File: config.mk
export PLATFORM = sky130hd
export DESIGN_NAME = mb_psg_bus_sequencer
export DESIGN_NICKNAME = d
export VERILOG_FILES = /design/src/rtl/mb_psg_pkg.sv /design/src/rtl/mb_psg_side_decoder.sv /design/src/rtl/mb_psg_bus_sequencer.sv
export SDC_FILE = /design/constraint.sdc
export NUM_CORES = 1
export LEC_CHECK = 0
export ABC_AREA = 1
export ABC_CLOCK_PERIOD_IN_PS = 2400
export BUFFER_PORTS_ARGS = -buffer_cell sky130_fd_sc_hd__clkbuf_2
export CAP_MARGIN = 20
export CORE_UTILIZATION = 45
export DETAILED_ROUTE_END_ITERATION = 7
export PLACE_DENSITY_LB_ADDON = 0.15
export REMOVE_ABC_BUFFERS = 1
export SYNTH_ARGS = -nofsm -noshare
export SYNTH_HDL_FRONTEND = slang
export SYNTH_SLANG_ARGS = --single-unit
File: constraint.sdc
create_clock -name clk_logic -period 2.4 [get_ports clk_logic]
set_clock_uncertainty 0.15 [all_clocks]
set_input_delay 0.48 -clock clk_logic [delete_from_list [all_inputs] [get_ports clk_logic]]
set_output_delay 0.48 -clock clk_logic [all_outputs]
set_load 0.05 [all_outputs]
File: src/rtl/mb_psg_pkg.sv
// Shared types for the Mockingboard PSG bus sequencer: VIA port-B bus codes
// and the register-write record carried from the side decoders to the output stage.
package mb_psg_pkg;

  typedef enum logic [2:0] {
    CMD_INACTIVE = 3'b100,
    CMD_READ     = 3'b101,
    CMD_WRITE    = 3'b110,
    CMD_LATCH    = 3'b111
  } psg_bus_cmd_t;

  typedef struct packed {
    logic       chip;
    logic [3:0] addr;
    logic [7:0] data;
  } psg_wr_t;

  localparam int NUM_SIDES = 2;

endpackage

File: src/rtl/mb_psg_side_decoder.sv
// One PSG side: detects bus-code entries, tracks the address latch, buffers
// completed register writes and raises the PSG reset pulse / sticky drop flag.
module mb_psg_side_decoder
  import mb_psg_pkg::*;
#(
  parameter bit ENABLE     = 1'b1,
  parameter int FIFO_DEPTH = 2,
  parameter bit SIDE       = 1'b0
) (
  input  logic       clk,
  input  logic       reset,
  input  logic [7:0] pa,
  input  logic [2:0] pb,
  input  logic       pop,
  input  logic       ovf_clr,
  output psg_wr_t    head,
  output logic       head_vld,
  output logic       psg_reset,
  output logic       ovf
);

  localparam int AW = $clog2(FIFO_DEPTH);

  logic [2:0]  r_pb_prev;
  logic [3:0]  r_addr;
  logic        r_addr_vld;
  psg_wr_t     r_mem [FIFO_DEPTH];
  logic [AW:0] r_wptr;
  logic [AW:0] r_rptr;
  logic        r_psg_reset;
  logic        r_ovf;

  logic w_event;
  logic w_rst_entry;
  logic w_latch;
  logic w_push_req;
  logic w_empty;
  logic w_full;
  logic w_pop;
  logic w_push;
  logic w_drop;

  // Only a change of code is an event; held codes never retrigger.
  assign w_event     = ENABLE && (pb != r_pb_prev);
  assign w_rst_entry = w_event && !pb[2];
  assign w_latch     = w_event && (pb == CMD_LATCH);
  assign w_push_req  = w_event && (pb == CMD_WRITE) && r_addr_vld;

  assign w_empty = (r_wptr == r_rptr);
  assign w_full  = (r_wptr[AW] != r_rptr[AW]) && (r_wptr[AW-1:0] == r_rptr[AW-1:0]);
  assign w_pop   = pop && !w_empty;
  // A pop in the same cycle frees the slot, so a push into a full FIFO still lands.
  assign w_push  = w_push_req && (!w_full || w_pop);
  assign w_drop  = w_push_req && !w_push;

  always_ff @(posedge clk) begin
    if (reset) begin
      r_pb_prev   <= CMD_INACTIVE;
      r_addr      <= '0;
      r_addr_vld  <= 1'b0;
      r_wptr      <= '0;
      r_rptr      <= '0;
      r_psg_reset <= 1'b0;
      r_ovf       <= 1'b0;
    end else begin
      r_pb_prev   <= pb;
      // Pulse only on entering reset, not on code changes while already in it.
      r_psg_reset <= w_rst_entry && r_pb_prev[2];
      r_ovf       <= (r_ovf && !ovf_clr) || w_drop;
      if (w_rst_entry) begin
        r_addr_vld <= 1'b0;
        r_wptr     <= '0;
        r_rptr     <= '0;
      end else begin
        if (w_latch) begin
          r_addr     <= pa[3:0];
          r_addr_vld <= (pa[7:4] == 4'h0);
        end
        if (w_push) r_wptr <= r_wptr + 1'b1;
        if (w_pop)  r_rptr <= r_rptr + 1'b1;
      end
    end
  end

  always_ff @(posedge clk) begin
    if (w_push) r_mem[r_wptr[AW-1:0]] <= '{chip: SIDE, addr: r_addr, data: pa};
  end

  assign head      = r_mem[r_rptr[AW-1:0]];
  assign head_vld  = !w_empty;
  assign psg_reset = r_psg_reset;
  assign ovf       = r_ovf;

endmodule

File: src/rtl/mb_psg_bus_sequencer.sv
// Mockingboard PSG bus tap: two side decoders arbitrated round-robin into a
// single registered write port feeding the shadow register file.
module mb_psg_bus_sequencer
  import mb_psg_pkg::*;
#(
  parameter bit ENABLE     = 1'b1,
  parameter int FIFO_DEPTH = 2
) (
  input  logic       clk_logic,
  input  logic       reset,
  input  logic [7:0] pa_l_i,
  input  logic [2:0] pb_l_i,
  input  logic [7:0] pa_r_i,
  input  logic [2:0] pb_r_i,
  output logic       wr_valid_o,
  input  logic       wr_ready_i,
  output logic       wr_chip_o,
  output logic [3:0] wr_addr_o,
  output logic [7:0] wr_data_o,
  output logic [1:0] psg_reset_o,
  output logic [1:0] overflow_o,
  input  logic       overflow_clr_i
);

  logic [NUM_SIDES-1:0][7:0] w_pa;
  logic [NUM_SIDES-1:0][2:0] w_pb;
  psg_wr_t                   w_head [NUM_SIDES];
  logic [NUM_SIDES-1:0]      w_head_vld;
  logic [NUM_SIDES-1:0]      w_pop;
  logic [NUM_SIDES-1:0]      w_psg_reset;
  logic [NUM_SIDES-1:0]      w_ovf;

  logic    r_valid;
  psg_wr_t r_stage;
  logic    r_rr;

  logic w_load;
  logic w_any;
  logic w_pick;

  assign w_pa = {pa_r_i, pa_l_i};
  assign w_pb = {pb_r_i, pb_l_i};

  for (genvar g = 0; g < NUM_SIDES; g++) begin : g_side
    mb_psg_side_decoder #(
      .ENABLE     (ENABLE),
      .FIFO_DEPTH (FIFO_DEPTH),
      .SIDE       (g[0])
    ) u_dec (
      .clk       (clk_logic),
      .reset     (reset),
      .pa        (w_pa[g]),
      .pb        (w_pb[g]),
      .pop       (w_pop[g]),
      .ovf_clr   (overflow_clr_i),
      .head      (w_head[g]),
      .head_vld  (w_head_vld[g]),
      .psg_reset (w_psg_reset[g]),
      .ovf       (w_ovf[g])
    );
  end

  // Stage reloads when empty or when its current entry is being accepted.
  assign w_load = !r_valid || wr_ready_i;
  assign w_any  = |w_head_vld;
  assign w_pick = (&w_head_vld) ? r_rr : w_head_vld[1];

  always_comb begin
    w_pop = '0;
    if (w_load && w_any) w_pop[w_pick] = 1'b1;
  end

  always_ff @(posedge clk_logic) begin
    if (reset) begin
      r_valid <= 1'b0;
      r_stage <= '0;
      r_rr    <= 1'b0;
    end else if (w_load) begin
      r_valid <= w_any;
      if (w_any) begin
        r_stage <= w_head[w_pick];
        r_rr    <= !w_pick;
      end
    end
  end

  assign wr_valid_o  = r_valid;
  assign wr_chip_o   = r_stage.chip;
  assign wr_addr_o   = r_stage.addr;
  assign wr_data_o   = r_stage.data;
  assign psg_reset_o = w_psg_reset;
  assign overflow_o  = w_ovf;

endmodule

Yosys cells after proc, flatten, opt, wreduce, memory -nomap -nowiden
Memory sizes are Yosys's and may differ from the RTL's. A register that Yosys moved wholly into a read port is not among the register bits. Index checks and enable logic that the tools add are counted.

Equal/unequal tests: 12. Reductions and logical operators: 47. Add/sub/neg operators: 4. Bitwise logic cells: 3. Magnitude comparators: 3. Muxes and demuxes: 15.

Operator list (count): 13-bit two-way mux (3); 1-bit logical AND (22); 3-bit == test, second input constant (4); 1-bit logical NOT (11); 1-bit two-way mux (10); 2-bit by 1-bit adder with 2-bit output, second input constant (4); 4-bit logical NOT (2); 2-bit AND reduction (4); 3-bit != test (2); 2-bit OR reduction (3); 1-bit logical OR (5); 2-bit == test (2); 1-bit == test (2); 2-bit greater-or-equal comparator, second input constant (1); 1-bit by 2-bit less-than comparator with 1-bit output, second input constant (1); 2-bit two-way mux (1); 1-bit != test (2); 1-bit inverter (2); 1-bit inverter with 2-bit output (1); 1-bit demux with 1-bit select (1); 1-bit greater-or-equal comparator, second input constant (1).

Bits of input ports: 26. Bits in registers: 43. Logic and storage cells: 105. Memories kept: 2. RAM bits: 48.

Memories: g_side[0].u_dec.r_mem (words 2, width 12, read ports 1, clocked after memory_dff 1, wr ports 1, line mb_psg_side_decoder.sv:27) `psg_wr_t r_mem [FIFO_DEPTH];`; g_side[1].u_dec.r_mem (words 2, width 12, read ports 1, clocked after memory_dff 1, wr ports 1, line mb_psg_side_decoder.sv:27).

Depth between registers and ports, before layout
Depth after elaboration: 15. Mapped depth: 12.

Hierarchy
A second synthesis with hierarchy kept.

Cells, all modules: 379. Area, all modules: 3921.3 µm².

Modules (own cells, without submodules): mb_psg_side_decoder (area each 1564.0 µm², instances 2, seq. area each 1021.0 µm², cells an instance 133); mb_psg_bus_sequencer (area each 793.3 µm², instances 1, seq. area each 300.3 µm², cells an instance 113).

Worst setup path after synthesis
OpenSTA, ideal clock, no wires.

Path type: input to register. Start: input pb_l_i[2]. End: memory g_side[0].u_dec.r_mem[1][0] (netlist bit) (enable). Arrival time: 1922 ps. Cell stages on the path: 8. Slack: -52 ps. Data required time: 1870 ps. Path buffers: 0. Path through: inv_1 > ha_1 > o21a_1 > nand3_1 > nand3_1 > inv_1 > nand2_1 > nor2_1.

Longest elaborated chain between the ends: 6. Elaborated cells on any way between the ends: 7.

RTL lines: start: declaration (line mb_psg_bus_sequencer.sv:12) `input logic [2:0] pb_l_i,`; 3-bit != test / 3-bit == test (equally long branches) (line mb_psg_side_decoder.sv:44, mb_psg_side_decoder.sv:47); 1-bit logical AND (*) (2 in series) (line mb_psg_side_decoder.sv:47) `assign w_push_req = w_event && (pb == CMD_WRITE) && r_addr_vld;`; 1-bit logical AND (*) (line mb_psg_side_decoder.sv:53) `assign w_push = w_push_req && (!w_full || w_pop);`; 1-bit two-way mux (*) (line mb_psg_side_decoder.sv:86) `if (w_push) r_mem[r_wptr[AW-1:0]] <= '{chip: SIDE, addr: r_addr, data: pa};`; 1-bit two-way mux (implied by the code) (*) (line mb_psg_side_decoder.sv:86); end: declaration (line mb_psg_side_decoder.sv:27).

Mark *: on every way between the ends. The rest lies on a longest branch, timed or not.

Final worst setup path
Start: register g_side[0].u_dec.r_rptr[0]. End: memory g_side[0].u_dec.r_mem[1][9] (netlist bit) (enable).

Longest elaborated chain between the ends: 14. Elaborated cells on any way between the ends: 20.

RTL lines: start: declaration (line mb_psg_side_decoder.sv:29) `logic [AW:0] r_rptr;`; start signal: assignment (line mb_psg_side_decoder.sv:80) `if (w_pop) r_rptr <= r_rptr + 1'b1;`; 2-bit == test (line mb_psg_side_decoder.sv:49) `assign w_empty = (r_wptr == r_rptr);`; 1-bit logical NOT (line mb_psg_side_decoder.sv:51, mb_psg_side_decoder.sv:90); 2-bit AND reduction (line mb_psg_bus_sequencer.sv:66) `assign w_pick = (&w_head_vld) ? r_rr : w_head_vld[1];`; 1-bit two-way mux (line mb_psg_bus_sequencer.sv:66); 1-bit by 2-bit less-than comparator with 1-bit output (implied by the code) / 1-bit greater-or-equal comparator (equally long branches) (line mb_psg_bus_sequencer.sv:70) `if (w_load && w_any) w_pop[w_pick] = 1'b1;`; 1-bit logical AND (implied by the code) (line mb_psg_bus_sequencer.sv:70); 1-bit two-way mux (implied by the code) (line mb_psg_bus_sequencer.sv:70); 1-bit demux with 1-bit select (line mb_psg_bus_sequencer.sv:70); 2-bit two-way mux (line mb_psg_bus_sequencer.sv:70); 1-bit logical AND (line mb_psg_side_decoder.sv:51) `assign w_pop = pop && !w_empty;`; 1-bit logical OR (*) (line mb_psg_side_decoder.sv:53); 1-bit logical AND (*) (line mb_psg_side_decoder.sv:53); 1-bit two-way mux (*) (line mb_psg_side_decoder.sv:86); 1-bit two-way mux (implied by the code) (*) (line mb_psg_side_decoder.sv:86).

Marked as above.

==> results_dict.tcl <==
set metrics [dict create \
    status "complete, no violations" \
    slowest_delay_ns 0.43 \
    final_layout_size_suffix_gt1_share_pct 27.7 \
    clock_power_share_pct 38.7 \
    ys_top_cells_by_count "71 x nand2_1, 48 x edfxtp_1, 45 x dfxtp_1" \
    switching_share_pct 20.9 \
    fmax_mhz 515 \
    synth_top_family_by_area "simple AND/OR/NAND/NOR gates" \
    numCtsBuffers 9 \
    pin_count 44 \
    ys_ff_latch 93 \
    grt.total_usage_pct 17.6 \
    synth_top_cell_by_area "edfxtp_1" \
    ys_seq_area_share_pct 61.9 \
    synth_area_per_cell_um2 10.8 \
    period_share_pct 81.0 \
    dieArea_mm2 0.00878 \
    multi_input_area_mm2 0.00122 \
    powerDensity_mw_per_mm2 672 \
    combPwrFrac_pct 3.6 \
    synthSimpleGateAreaFrac_pct 17.8 \
    finalHoldViolCount 0 \
    htree_num_levels 3 \
    synth_xor_xnor_area_share_pct 0.926 \
    cts_hold_buffers 0 \
    drv_slew 0 \
    syn_area_mm2 0.00378 \
    setup_violations 0 \
    dp_hpwl_um 5170 \
    yosys.area.top_type_share_pct 38.1 \
    setup_tns_ns 0 \
    synthTopCellsByArea "edfxtp_1 38%, dfxtp_1 24%, nand2_1 7.0%" \
    std_cell_rows 33 \
    power_leakage_uw 0.00158 \
    synthDistinctLibCells 34 \
    total_power_uw 2910 \
    avgViaCountPerCell 4.85 \
    maxCapViolCount 0 \
    relSlewSlack_pct 57.9 \
    grt_antenna_before_repair 0 \
    tritoncts "yes" \
    finalInstanceArea_mm2 0.00434 \
    synth_edf_count 48 \
    fin_nets 428 \
    synth_compound_area_share_pct 6.88 \
    arrival_ns 1.84 \
    diodes 0 \
    grt_max_degree 28 \
    crit_slowest_cell "dfxtp_1" \
    cts_setup_buffers 0 \
    async_reset_ff_share_pct 0 \
    grt_pass1_vias 2401 \
    ir_worst_vdd_v 0.000338 \
    critPathCaptureType "flop" \
    first_iter_violations 90 \
    crit_chain "inv_1, nand2_2, nand2_1, nand2_2, nand2_4, nand2_2, nand3_4, nand2_1, nand2_1, nor2_1, buf_4" \
    gr-total-overflow 0 \
    intPower_uw 2310 \
    core_area_mm2 0.00818 \
    initial_core_util_pct 46.3 \
    ys_warn_count 0 \
    clockBufferDepth 2 \
    fill_cells 756 \
    cts_num_sinks 93 \
    die_y_um 93.7 \
    path_clk_slew_ns 0.09 \
    dieWidth_um 93.7 \
    crit_family "simple AND/OR/NAND/NOR gates" \
    gp_congestion 0.737 \
    ff_latch_area_mm2 0.00234 \
    hold_path.class "in2reg" \
    netlist_instances 350 \
    post_cts_resized 0 \
    drc 0 \
    worstPathMaxFanout 12 \
    required_ns 2.30 \
    synthMuxAreaShare_pct 5.95 \
    insertion_delay_ns 0.35 \
    cts-root-buf "clkbuf_8" \
    firstDrtPassIters 4 \
    area_delta_synth_final_pct 14.6 \
    worst_pin_slew_ns 0.631 \
    place_area_mm2 0.00412 \
    place.port_buffers 43 \
    yosysMostFrequentCell "nand2_1" \
    fin_crit_ns 1.94 \
    wirelength_um 6990 \
    postRouteAntennaNets 0 \
    rsz0062_at_grt "no" \
    grt_pass1_wl_um 11600 \
    num_vias 2476 \
    cp-start-kind "flop" \
    power.switching_uw 608 \
    critPathKind "reg2reg" \
    routedWlPerCell_um 13.7 \
    synth_fa_ha_area_share_pct 0.661 \
    path_buf_inv 2 \
    ys.flop_type "edfxtp_1" \
    seq_power_share_pct 57.7 \
]
metrics by stage:
| step | setup WS (ns) | utilization (%) | hold WS [ns] | std cells |
|---|---|---|---|---|
| final | 0.457 | 53.1 | 0.188 | 510 |
| after global routing | 0.275 | 53.1 | 0.161 | 510 |
| after CTS | 0.447 | 53.1 | 0.168 | 510 |
| after detailed placement | 0.197 | 50.4 | 0.287 | 494 |
| after global placement | 0.248 | 50.4 | 0.282 | 494 |
| after floorplan | -0.0524 | - | 0.276 | 337 |
sequential cells by signal, summed over array words and instances (netlist names), named ones only:
| name | flops |
|---|---|
| g_side.u_dec.r_addr | 8 |
| g_side.u_dec.r_rptr | 4 |
| wr_data_o | 8 |
| r_rr | 1 |
| wr_chip_o | 1 |
| wr_addr_o | 4 |
| g_side.u_dec.psg_reset | 2 |
| wr_valid_o | 1 |
| g_side.u_dec.r_mem | 48 |
| g_side.u_dec.r_pb_prev | 6 |
| g_side.u_dec.ovf | 2 |
| g_side.u_dec.r_wptr | 4 |
| g_side.u_dec.r_addr_vld | 2 |
metal layers:
metal  vias up  share of wire, %  wire length (µm)  track usage [%]
li1       1270                 -                 -                -
met1      1157                48              3380             23.1
met2        42                48              3330             28.4
met3         7               2.7               192             3.40
met4         0               1.4                95             7.31
met5         -                 0                 0                0
cell usage in the layout, fill, tap and decap left out, types with 2 or more instances in the layout:
cell       netlist  routed
nand3_1         20      20
clkbuf_2         1      43
nor2_1          13      13
clkbuf_8         0       9
a31oi_1          8       8
o21ai_0          4       4
nand3_4          2       2
edfxtp_1        48      48
xnor2_1          2       2
clkinv_4         0       2
nand2_1         71      71
inv_2            4       4
mux2i_1          9       9
mux2_2          12      12
ha_1             2       2
nand2_4          3       3
nor4_1           2       2
buf_4            5       8
bufinv_16        0       2
xor2_1           2       2
a21oi_1         25      25
dfxtp_1         45      45
nor3_1           4       4
nand2_2         15      15
o21a_1           2       2
or2_0            5       5
a31oi_2          4       4
inv_1           29      29
or2_2            3       3
power by group through the flow:
| stage | Sequential (µW) | Clock [µW] | Combinational (µW) |
|---|---|---|---|
| 6_report | 1680 | 1130 | 104 |
| 5_1_grt | 1680 | 1220 | 118 |
| 4_1_cts | 1680 | 1160 | 106 |
| 3_5_place_dp | 1720 | 0 | 106 |
| 3_3_place_gp | 1720 | 0 | 103 |
| 2_1_floorplan | 1730 | 0 | 39.4 |
kinds of logic after synthesis:
logic type               Yosys count
AND/OR/NAND/NOR                  140
flip-flops                        93
buffers and inverters             47
AO/OA/AOI/OAI                     43
multiplexers                      21
XOR/XNOR                           4
adder cells (fa/ha/maj)            2
final timing paths:
kind                                                endpoint  depth (start not counted)  slack [ns]                      start
worst min-delay path             g_side[0].u_dec.r_mem[0][6]                          1        0.19                  pa_l_i[6]
worst max register to register   g_side[0].u_dec.r_mem[1][9]                         11        0.46  g_side[0].u_dec.r_rptr[0]
worst max-delay path             g_side[0].u_dec.r_mem[1][9]                         11        0.46  g_side[0].u_dec.r_rptr[0]
worst min register to register  g_side[1].u_dec.r_mem[1][11]                          0        0.31  g_side[1].u_dec.r_addr[3]
area by class of cell:
class | count | share of cell area (%)
flip-flops and latches | 93 | 54.0
repair buffers | 52 | 6.81
clock inverters | 7 | 2.25
multi-input cells | 210 | 28.1
inverters | 34 | 3.00
well taps | 105 | 3.03
clock buffers | 9 | 2.85
(Power assumes the default switching activity.)
